===== src/rtl/p_box.sv =====
// 48-bit fixed bit permutation with a selectable inverse.
// One registered stage: one word per cycle, no backpressure.
module p_box (
    input  logic        clk,
    input  logic        rst,
    input  logic        in_valid,
    input  logic        inv,
    input  logic [47:0] data,
    output logic [47:0] permutation,
    output logic        out_valid
);

    // Source bit of each output bit, listed from index 47 down to 0
    localparam logic [5:0] S [47:0] = '{
        6'd45, 6'd42, 6'd25, 6'd22, 6'd4,  6'd2,
        6'd46, 6'd43, 6'd24, 6'd21, 6'd7,  6'd1,
        6'd44, 6'd41, 6'd23, 6'd18, 6'd15, 6'd0,
        6'd35, 6'd33, 6'd30, 6'd29, 6'd11, 6'd5,
        6'd47, 6'd37, 6'd28, 6'd17, 6'd9,  6'd3,
        6'd40, 6'd39, 6'd19, 6'd16, 6'd14, 6'd10,
        6'd38, 6'd32, 6'd26, 6'd20, 6'd13, 6'd8,
        6'd36, 6'd34, 6'd31, 6'd27, 6'd12, 6'd6
    };

    logic [47:0] fwd;
    logic [47:0] bwd;
    logic [47:0] sel;

    genvar k;
    generate
        for (k = 0; k < 48; k++) begin : g_map
            assign fwd[k]    = data[S[k]];
            assign bwd[S[k]] = data[k];
        end
    endgenerate

    assign sel = inv ? bwd : fwd;

    always_ff @(posedge clk or posedge rst) begin
        if (rst) begin
            permutation <= 48'h0;
            out_valid   <= 1'b0;
        end else begin
            out_valid <= in_valid;
            if (in_valid) begin
                permutation <= sel;
            end
        end
    end

endmodule


===== config.mk =====
export PLATFORM = sky130hd
export DESIGN_NAME = p_box
export DESIGN_NICKNAME = d
export VERILOG_FILES = /design/src/rtl/p_box.sv
export SDC_FILE = /design/constraint.sdc
export NUM_CORES = 1
export LEC_CHECK = 0
export ABC_CLOCK_PERIOD_IN_PS = 1550
export BUFFER_PORTS_ARGS = -buffer_cell sky130_fd_sc_hd__clkbuf_2
export CAP_MARGIN = 10
export CORE_MARGIN = 3
export CORE_UTILIZATION = 44
export DETAILED_ROUTE_END_ITERATION = 12
export PLACE_DENSITY = 0.82
export SLEW_MARGIN = 20
export SYNTH_ARGS = -nofsm -noshare
export SYNTH_HDL_FRONTEND = slang
export SYNTH_SLANG_ARGS = --single-unit

===== constraint.sdc =====
create_clock -name clk -period 1.55 [get_ports clk]
set_clock_uncertainty 0.2 [all_clocks]
set_input_delay 0.0775 -clock clk [delete_from_list [all_inputs] [get_ports clk]]
set_output_delay 0.0775 -clock clk [all_outputs]
set_load 0.02 [all_outputs]

==> out/summary.txt, run 1 <==
outcome: finished clean
R2R Setup Slk: 0.65 ns
CTS HTree Levels: 2
Tot Pwr: 3.24 mW
Final min period: 1.54 ns
setup TNS: 0 ns
CP Data Arrival Time: 1.52 ns
starting density of the core: 46.7%
maximum buffer depth of the clock tree: 2
Resized cells post-CTS: 0
clock sink count: 49
Netlist Area Pre-Place: 2260 µm²
Placed Instances: 364
DR vias/cell: 4.87
Cell Pwr Density: 929 nW/µm²
Max Cap Viol: 0
routed length per instance: 14.8 µm
Yosys cell types: 9
initial antenna violation count: 0
gpl congestion: 0.775
synthesized flop and latch total: 49
CTS Root Cell: clkbuf_8
clk slew on worst S/H paths: 0.09 ns
largest net degree at the start of global routing: 98
leakage power: 1.74 nW
setup violators final: 0
WL final: 6380 µm
Max Fclk: 0.649 GHz
first-pass GRT wire length: 10800 µm
Total GRT Usage: 22.7%
Clock Latency Late Sink: 0.29 ns
Nets: 416
IO Port Bufs: 100
Final Hold Vio Count: 0
crit path launch type: input pin
RSZ-0062 raised after global routing: false
fin. max-slew vios: 0
1st-iter DRT viols: 64
hpwl dp: 3720 µm
total die area: 6040 µm²
relative slew slack: 74.6%
row count: 25
area of the multi-input gates: 901 µm²
via count: 2105
fin crit share: 99.4%
largest fanout on the critical path: 2
core area: 4850 µm²
number of buffers created by CTS: 5
register area share after synthesis: 54.2%
P&R area growth vs syn: 54.3%
Mapped Cells: 211
crit path capture type: flip-flop
GRT overflow: 0
Routed Antenna Nets: 0
Fill cells: 322
DIE HEIGHT: 77.7 µm
n_diodes: 0
CP Class: input pin to flip-flop
TritonCTS clock tree: done
Final Non-Filler Cells: 432
# IOs: 101
vias in the first global route: 2301
Core Util, Final: 72.0%
die width: 77.7 µm
Hold Crit Class: input pin to async pin
Yosys warning count: 0
Peak VDD IR: 0.000623 V
WP data required: 1.53 ns
layout cells sized above 1: 30.7%
syn_area_per_cell: 10.7 µm²
Remaining DRCs: 0
Reg area: 1230 µm²
Pre-antenna DRT Iters: 4
Slew @ Worst Pin: 0.381 ns
Syn Nets: 263
==> cell usage in the layout (no fill, tap or decap) <==
cell type / n
nor2_1: 48
a21oi_1: 48
clkinvlp_4: 1
clkbuf_8: 5
bufinv_16: 1
clkinv_4: 1
dlygate4sd3_1: 60
dfrtp_1: 49
buf_12: 3
mux2i_1: 48
clkbuf_2: 99
buf_2: 1
inv_2: 1
==> power breakdown <==
part	internal [mW]	total (mW)	leakage, nW	switching, mW
Sequential	1.41	1.49	0.546	0.0784
Combinational	0.370	0.839	1.14	0.469
Clock	0.483	0.914	0.0543	0.431
Total	2.26	3.24	1.74	0.978
==> flip-flops by register name, summed over array words and instances (netlist names) <==
name / flops
permutation: 48
out_valid: 1
==> cell type report <==
cell class	count	share of cell area (%)
Clock inverter	3	1.33
Timing Repair Buffer	163	33.3
Tap cell	67	2.40
Sequential cell	49	35.1
Inverter	1	0.108
Multi-Input combinational cell	144	25.8
Clock buffer	5	1.97
==> per-layer routing <==
metal	part of all wire (%)	global-route usage (%)
met1	41	26.9
met2	51	39.9
met3	6.2	4.76
met4	1.8	8.72
met5	0	0
==> synth_stat cells <==
cell type,number,area share [%]
a21oi_1,48,11
dfrtp_1,49,54
buf_12,3,2.7
inv_1,1,0.17
nor2_1,48,8.0
buf_2,6,1.3
mux2i_1,48,21
buf_4,3,1.0
clkbuf_1,5,0.83
==> through the flow <==
stage | hold WS, ns | setup slack (ns) | area, µm²
after floorplan | -0.0911 | 0.0997 | 2260
after global placement | -0.0776 | 0.396 | 2780
after detailed placement | -0.0722 | 0.335 | 2780
after CTS | 0.140 | 0.0495 | 3600
after global routing | 0.160 | 0.000804 | 3490
final | 0.147 | 0.00942 | 3490
==> worst max-delay path, cell delays in order <==
cell and delay, ns:
dlygate4sd3_1 0.54, clkbuf_2 0.13, mux2i_1 0.14, dlygate4sd3_1 0.56, a21oi_1 0.06
==> kinds of logic after synthesis <==
logic type             count (synthesis)  share of synthesized area [%]
buffers and inverters                 18                           5.97
AO/OA/AOI/OAI                         48                           10.6
multiplexers                          48                           21.2
flip-flops                            49                           54.2
AND/OR/NAND/NOR                       48                           7.96
==> worst paths after layout <==
kind,startpoint,end,cells after the start
worst max-delay path,data[38],permutation[21]$_DFFE_PP0P_,5
worst min-delay path,rst,permutation[42]$_DFFE_PP0P_,4
worst max register to register,permutation[31]$_DFFE_PP0P_,permutation[31]$_DFFE_PP0P_,2
worst min register to register,permutation[4]$_DFFE_PP0P_,permutation[4]$_DFFE_PP0P_,2
max in group asynchronous,rst,permutation[32]$_DFFE_PP0P_,4
min in group clk,inv,permutation[1]$_DFFE_PP0P_,4
==> repair_timing <==
action | 4_1_cts | 5_1_grt
endpoints found under the hold margin | 98 | 1
endpoints found under the setup margin | 0 | 12
hold buffers | 71 | 1
setup buffers | 0 | 0
Note: power is estimated with default switching activity, not from simulation.
==> run 2, diff against run 1 <==
Settings changed: ABC_AREA set to 1, CORE_UTILIZATION 44 to 48, PLACE_DENSITY 0.82 to 0.87, TNS_END_PERCENT set to 1.
==> out/summary.txt, run 2 <==
outcome: finished clean
die width: 77.9 µm
register area share after synthesis: 49.4%
Yosys warning count: 0
fin. max-slew vios: 0
Routed Antenna Nets: 0
hpwl dp: 4510 µm
Final min period: 1.54 ns
core area: 4850 µm²
Nets: 574
CTS HTree Levels: 2
DR vias/cell: 4.94
Peak VDD IR: 0.000577 V
Fill cells: 333
ys async rst share: 100%
largest fanout on the critical path: 2
Hold Crit Class: input pin to flip-flop
IO Port Bufs: 100
WL final: 8030 µm
CP Class: input pin to flip-flop
Final Hold Vio Count: 0
Cells on Worst Hold Path: 4
number of buffers created by CTS: 5
worst-case reg-to-reg path depth: 2
top cells by count, synth: 192 x nand2_1, 50 x inv_1, 49 x dfrtp_1
fin crit share: 99.1%
Largest regs: permutation x48, out_valid x1
Syn Nets: 412
Total GRT Usage: 27.3%
largest net degree at the start of global routing: 50
Tot Pwr: 3.16 mW
GRT overflow: 0
clock sink count: 49
Netlist Area Pre-Place: 2480 µm²
routed length per instance: 13.6 µm
row count: 25
leakage power: 2.32 nW
Max Fclk: 0.651 GHz
cell with the most instances after synthesis: nand2_1
DIE HEIGHT: 77.9 µm
Clock Latency Late Sink: 0.29 ns
clk slew on worst S/H paths: 0.09 ns
Synth Flop Type: dfrtp_1
total die area: 6070 µm²
Yosys cell types: 9
RSZ-0062 raised after global routing: true
commonest cells after routing, fill and taps aside: 192 x nand2_1, 100 x clkbuf_2, 52 x dlygate4sd3_1
starting density of the core: 51.2%
layout cells sized above 1: 23.1%
WP data required: 1.55 ns
setup violators final: 0
Cell Pwr Density: 820 nW/µm²
P&R area growth vs syn: 55.2%
synthesized flop and latch total: 49
register bank with the most flops: permutation
maximum buffer depth of the clock tree: 2
TritonCTS clock tree: done
Final Instance Area: 3850 µm²
1st-iter DRT viols: 246
Max Cap Viol: 0
Post-synth EDFFs: 0
first-pass GRT wire length: 13100 µm
dominant cells by area after synthesis: dfrtp_1 49%, nand2_1 29%, nand3_1 9.7%
initial antenna violation count: 0
Slew @ Worst Pin: 0.285 ns
gpl congestion: 0.808
max reg flops: 48
hold slack: 0.0587 ns
Synth area leader: dfrtp_1
crit path launch type: input pin
# IOs: 101
CTS Root Cell: clkbuf_8
vias in the first global route: 2910
Remaining DRCs: 0
via count: 2915
Mapped Cells: 360
dpl cell area: 3050 µm²
relative slew slack: 81.0%
n_diodes: 0
syn_area_per_cell: 6.90 µm²
CP Data Arrival Time: 1.53 ns
commonest non-fill, non-tap cell in the layout: nand2_1
crit path capture type: flip-flop
share of the synthesized area in the top cell type: 49.4%
Pre-antenna DRT Iters: 4
[run 2: final cells by class]
class / instances / area, µm² / area share, %
Multi-Input combinational cell: 240 / 961 / 24.9
Timing Repair Buffer: 175 / 1310 / 34.0
Clock buffer: 8 / 80.1 / 2.08
Tap cell: 67 / 83.8 / 2.18
Inverter: 51 / 191 / 4.97
Sequential cell: 49 / 1230 / 31.8
[run 2: worst max-delay path, stage by stage]
cell	delay (ns)
dlygate4sd3_1	0.54
clkbuf_2	0.11
inv_2	0.06
nand2_1	0.06
nand3_1	0.09
dlygate4sd3_1	0.54
nand2_1	0.05
[run 2: path summary, 6_finish.rpt]
check / startpoint / slack (ns) / end
max reg2reg: permutation[42]$_DFFE_PP0P_ / 0.68 / permutation[42]$_DFFE_PP0P_
max: data[32] / 0.01 / permutation[10]$_DFFE_PP0P_
max in group asynchronous: rst / 0.79 / permutation[13]$_DFFE_PP0P_
min in group asynchronous: rst / 0.14 / permutation[25]$_DFFE_PP0P_
min reg2reg: permutation[40]$_DFFE_PP0P_ / 0.28 / permutation[40]$_DFFE_PP0P_
min: inv / 0.06 / permutation[39]$_DFFE_PP0P_
[run 2: metrics by stage]
stage	setup WS [ns]	TNS, ns	util (%)	std cells
finish	0.0133	0	79.5	590
global route	-0.0289	-0.0289	79.5	590
CTS	0.0196	0	78.9	591
detailed placement	0.365	0	63.0	514
global placement	0.387	0	63.0	514
floorplan	0.0997	0	-	360
[run 2: power breakdown]
group          switching, mW  total (mW)  internal [mW]
Combinational          0.539       0.933          0.393
Clock                  0.409       0.731          0.322
Sequential            0.0859        1.50           1.41
[run 2: repair_timing]
item | CTS | global route
hold buffers | 69 | 0
setup buffers | 0 | 0
setup endpoints to repair | 0 | 19
resized for setup | 0 | 23
hold endpoints to repair | 98 | 0
[run 2: kinds of logic (layout without fill, tap and decap cells)]
family / Yosys count / count (layout) / synth area share [%]
simple gates: 240 / 240 / 38.7
buf+inv: 71 / 234 / 11.9
flops: 49 / 49 / 49.4
[run 2: layer usage]
layer	share of wire (%)	global-route usage (%)	routed length [µm]	up-vias
li1	-	-	-	1385
met1	40	33.9	3240	1357
met2	49	45.1	3920	143
met3	6.9	6.61	556	30
met4	4.0	12.4	318	0
met5	0	0	0	-
==> run 3, diff against run 2 <==
Settings changed: ABC_CLOCK_PERIOD_IN_PS 1550 to 1600.
Clock period 1.55 ns to 1.6 ns, I/O delays scaled along.
==> out/summary.txt, run 3 (synthesis results as in run 2) <==
hpwl dp: 4510 µm
Cell Pwr Density: 795 nW/µm²
number of buffers created by CTS: 5
Max Fclk: 0.634 GHz
DIE HEIGHT: 77.9 µm
Routed Antenna Nets: 0
Nets: 574
setup violators final: 0
P&R area growth vs syn: 54.1%
Clock Latency Late Sink: 0.29 ns
Max Cap Viol: 0
hold slack: 0.0625 ns
Remaining DRCs: 0
Hold Crit Class: input pin to flip-flop
core area: 4850 µm²
clk slew on worst S/H paths: 0.09 ns
n_diodes: 0
Final Hold Vio Count: 0
crit path capture type: flip-flop
relative slew slack: 81.3%
global-route track usage on met1: 33.9%
maximum buffer depth of the clock tree: 2
CP Data Arrival Time: 1.57 ns
layout cells sized above 1: 22.4%
TritonCTS clock tree: done
CP Class: input pin to flip-flop
1st-iter DRT viols: 255
outcome: finished clean
CTS HTree Levels: 2
fin crit share: 98.5%
DR vias/cell: 4.93
routed length per instance: 13.5 µm
CTS Root Cell: clkbuf_8
Peak VDD IR: 0.000551 V
largest net degree at the start of global routing: 50
Final min period: 1.58 ns
commonest cells after routing, fill and taps aside: 192 x nand2_1, 100 x clkbuf_2, 63 x dlygate4sd3_1
Largest regs: permutation x48, out_valid x1
setup TNS: 0 ns
commonest non-fill, non-tap cell in the layout: nand2_1
largest fanout on the critical path: 2
first-pass GRT wire length: 13100 µm
register bank with the most flops: permutation
Total GRT Usage: 27.3%
crit path launch type: input pin
# IOs: 101
row count: 25
WL final: 7940 µm
Slew @ Worst Pin: 0.280 ns
vias in the first global route: 2910
initial antenna violation count: 0
GRT met3 Usage: 6.61%
starting density of the core: 51.2%
gpl congestion: 0.808
Most Crowded Layer GR: met2
via count: 2911
clock sink count: 49
met2 Track Usage GR: 45.1%
IO Port Bufs: 100
total die area: 6070 µm²
fin. max-slew vios: 0
die width: 77.9 µm
WP data required: 1.59 ns
GRT overflow: 0
RSZ-0062 raised after global routing: false
leakage power: 2.26 nW
max reg flops: 48
Pre-antenna DRT Iters: 5
-- run 3: where the power goes --
group / switching (mW) / internal (mW)
Sequential: 0.0834 / 1.37
Clock: 0.387 / 0.312
Combinational: 0.519 / 0.374
Total: 0.989 / 2.05
-- run 3: path summary, 6_finish.rpt --
check / endpoint / slack [ns] / cells past startpoint / start
max in group asynchronous: permutation[40]$_DFFE_PP0P_ / 0.83 / 4 / rst
hold / removal: permutation[9]$_DFFE_PP0P_ / 0.06 / 4 / inv
min in group asynchronous: permutation[25]$_DFFE_PP0P_ / 0.14 / 4 / rst
setup / recovery: permutation[8]$_DFFE_PP0P_ / 0.02 / 7 / data[20]
hold reg to reg: permutation[40]$_DFFE_PP0P_ / 0.28 / 2 / permutation[40]$_DFFE_PP0P_
setup reg to reg: permutation[5]$_DFFE_PP0P_ / 0.73 / 2 / permutation[5]$_DFFE_PP0P_
-- run 3: routing by layer --
metal,vias up,share of wire [%]
met1,1340,39
met5,-,0
met4,0,3.9
li1,1388,-
met2,155,50
met3,28,7.5
-- run 3: layout make-up --
type | count | area, µm²
Inverter | 51 | 191
Sequential cell | 49 | 1230
Fill cell | 346 | 1020
Multi-Input combinational cell | 240 | 961
Timing Repair Buffer | 175 | 1280
Clock buffer | 8 | 80.1
Tap cell | 67 | 83.8
-- run 3: metrics by stage --
step                      power (mW)  area, µm²  worst slack, ns  instances  utilization (%)
after floorplan                 1.91       2480            0.147        360                -
after global placement          2.18       3050            0.434        514             63.0
after detailed placement        2.19       3050            0.413        514             63.0
after CTS                       3.04       3820           0.0671        591             78.9
after global routing            3.21       3830          0.00237        590             78.9
final                           3.04       3830           0.0232        590             78.9
-- run 3: timing repair --
item                       CTS  global route
gates resized for setup      0             8
buffers inserted             0             0
hold buffers                69             0
setup endpoints to repair    0             8
hold endpoints to repair    98             0
-- run 3: worst max-delay path: stages --
cell	delay, ns
dlygate4sd3_1	0.56
clkbuf_2	0.11
inv_1	0.06
nand2_1	0.06
nand3_1	0.09
dlygate4sd3_1	0.56
nand2_1	0.05
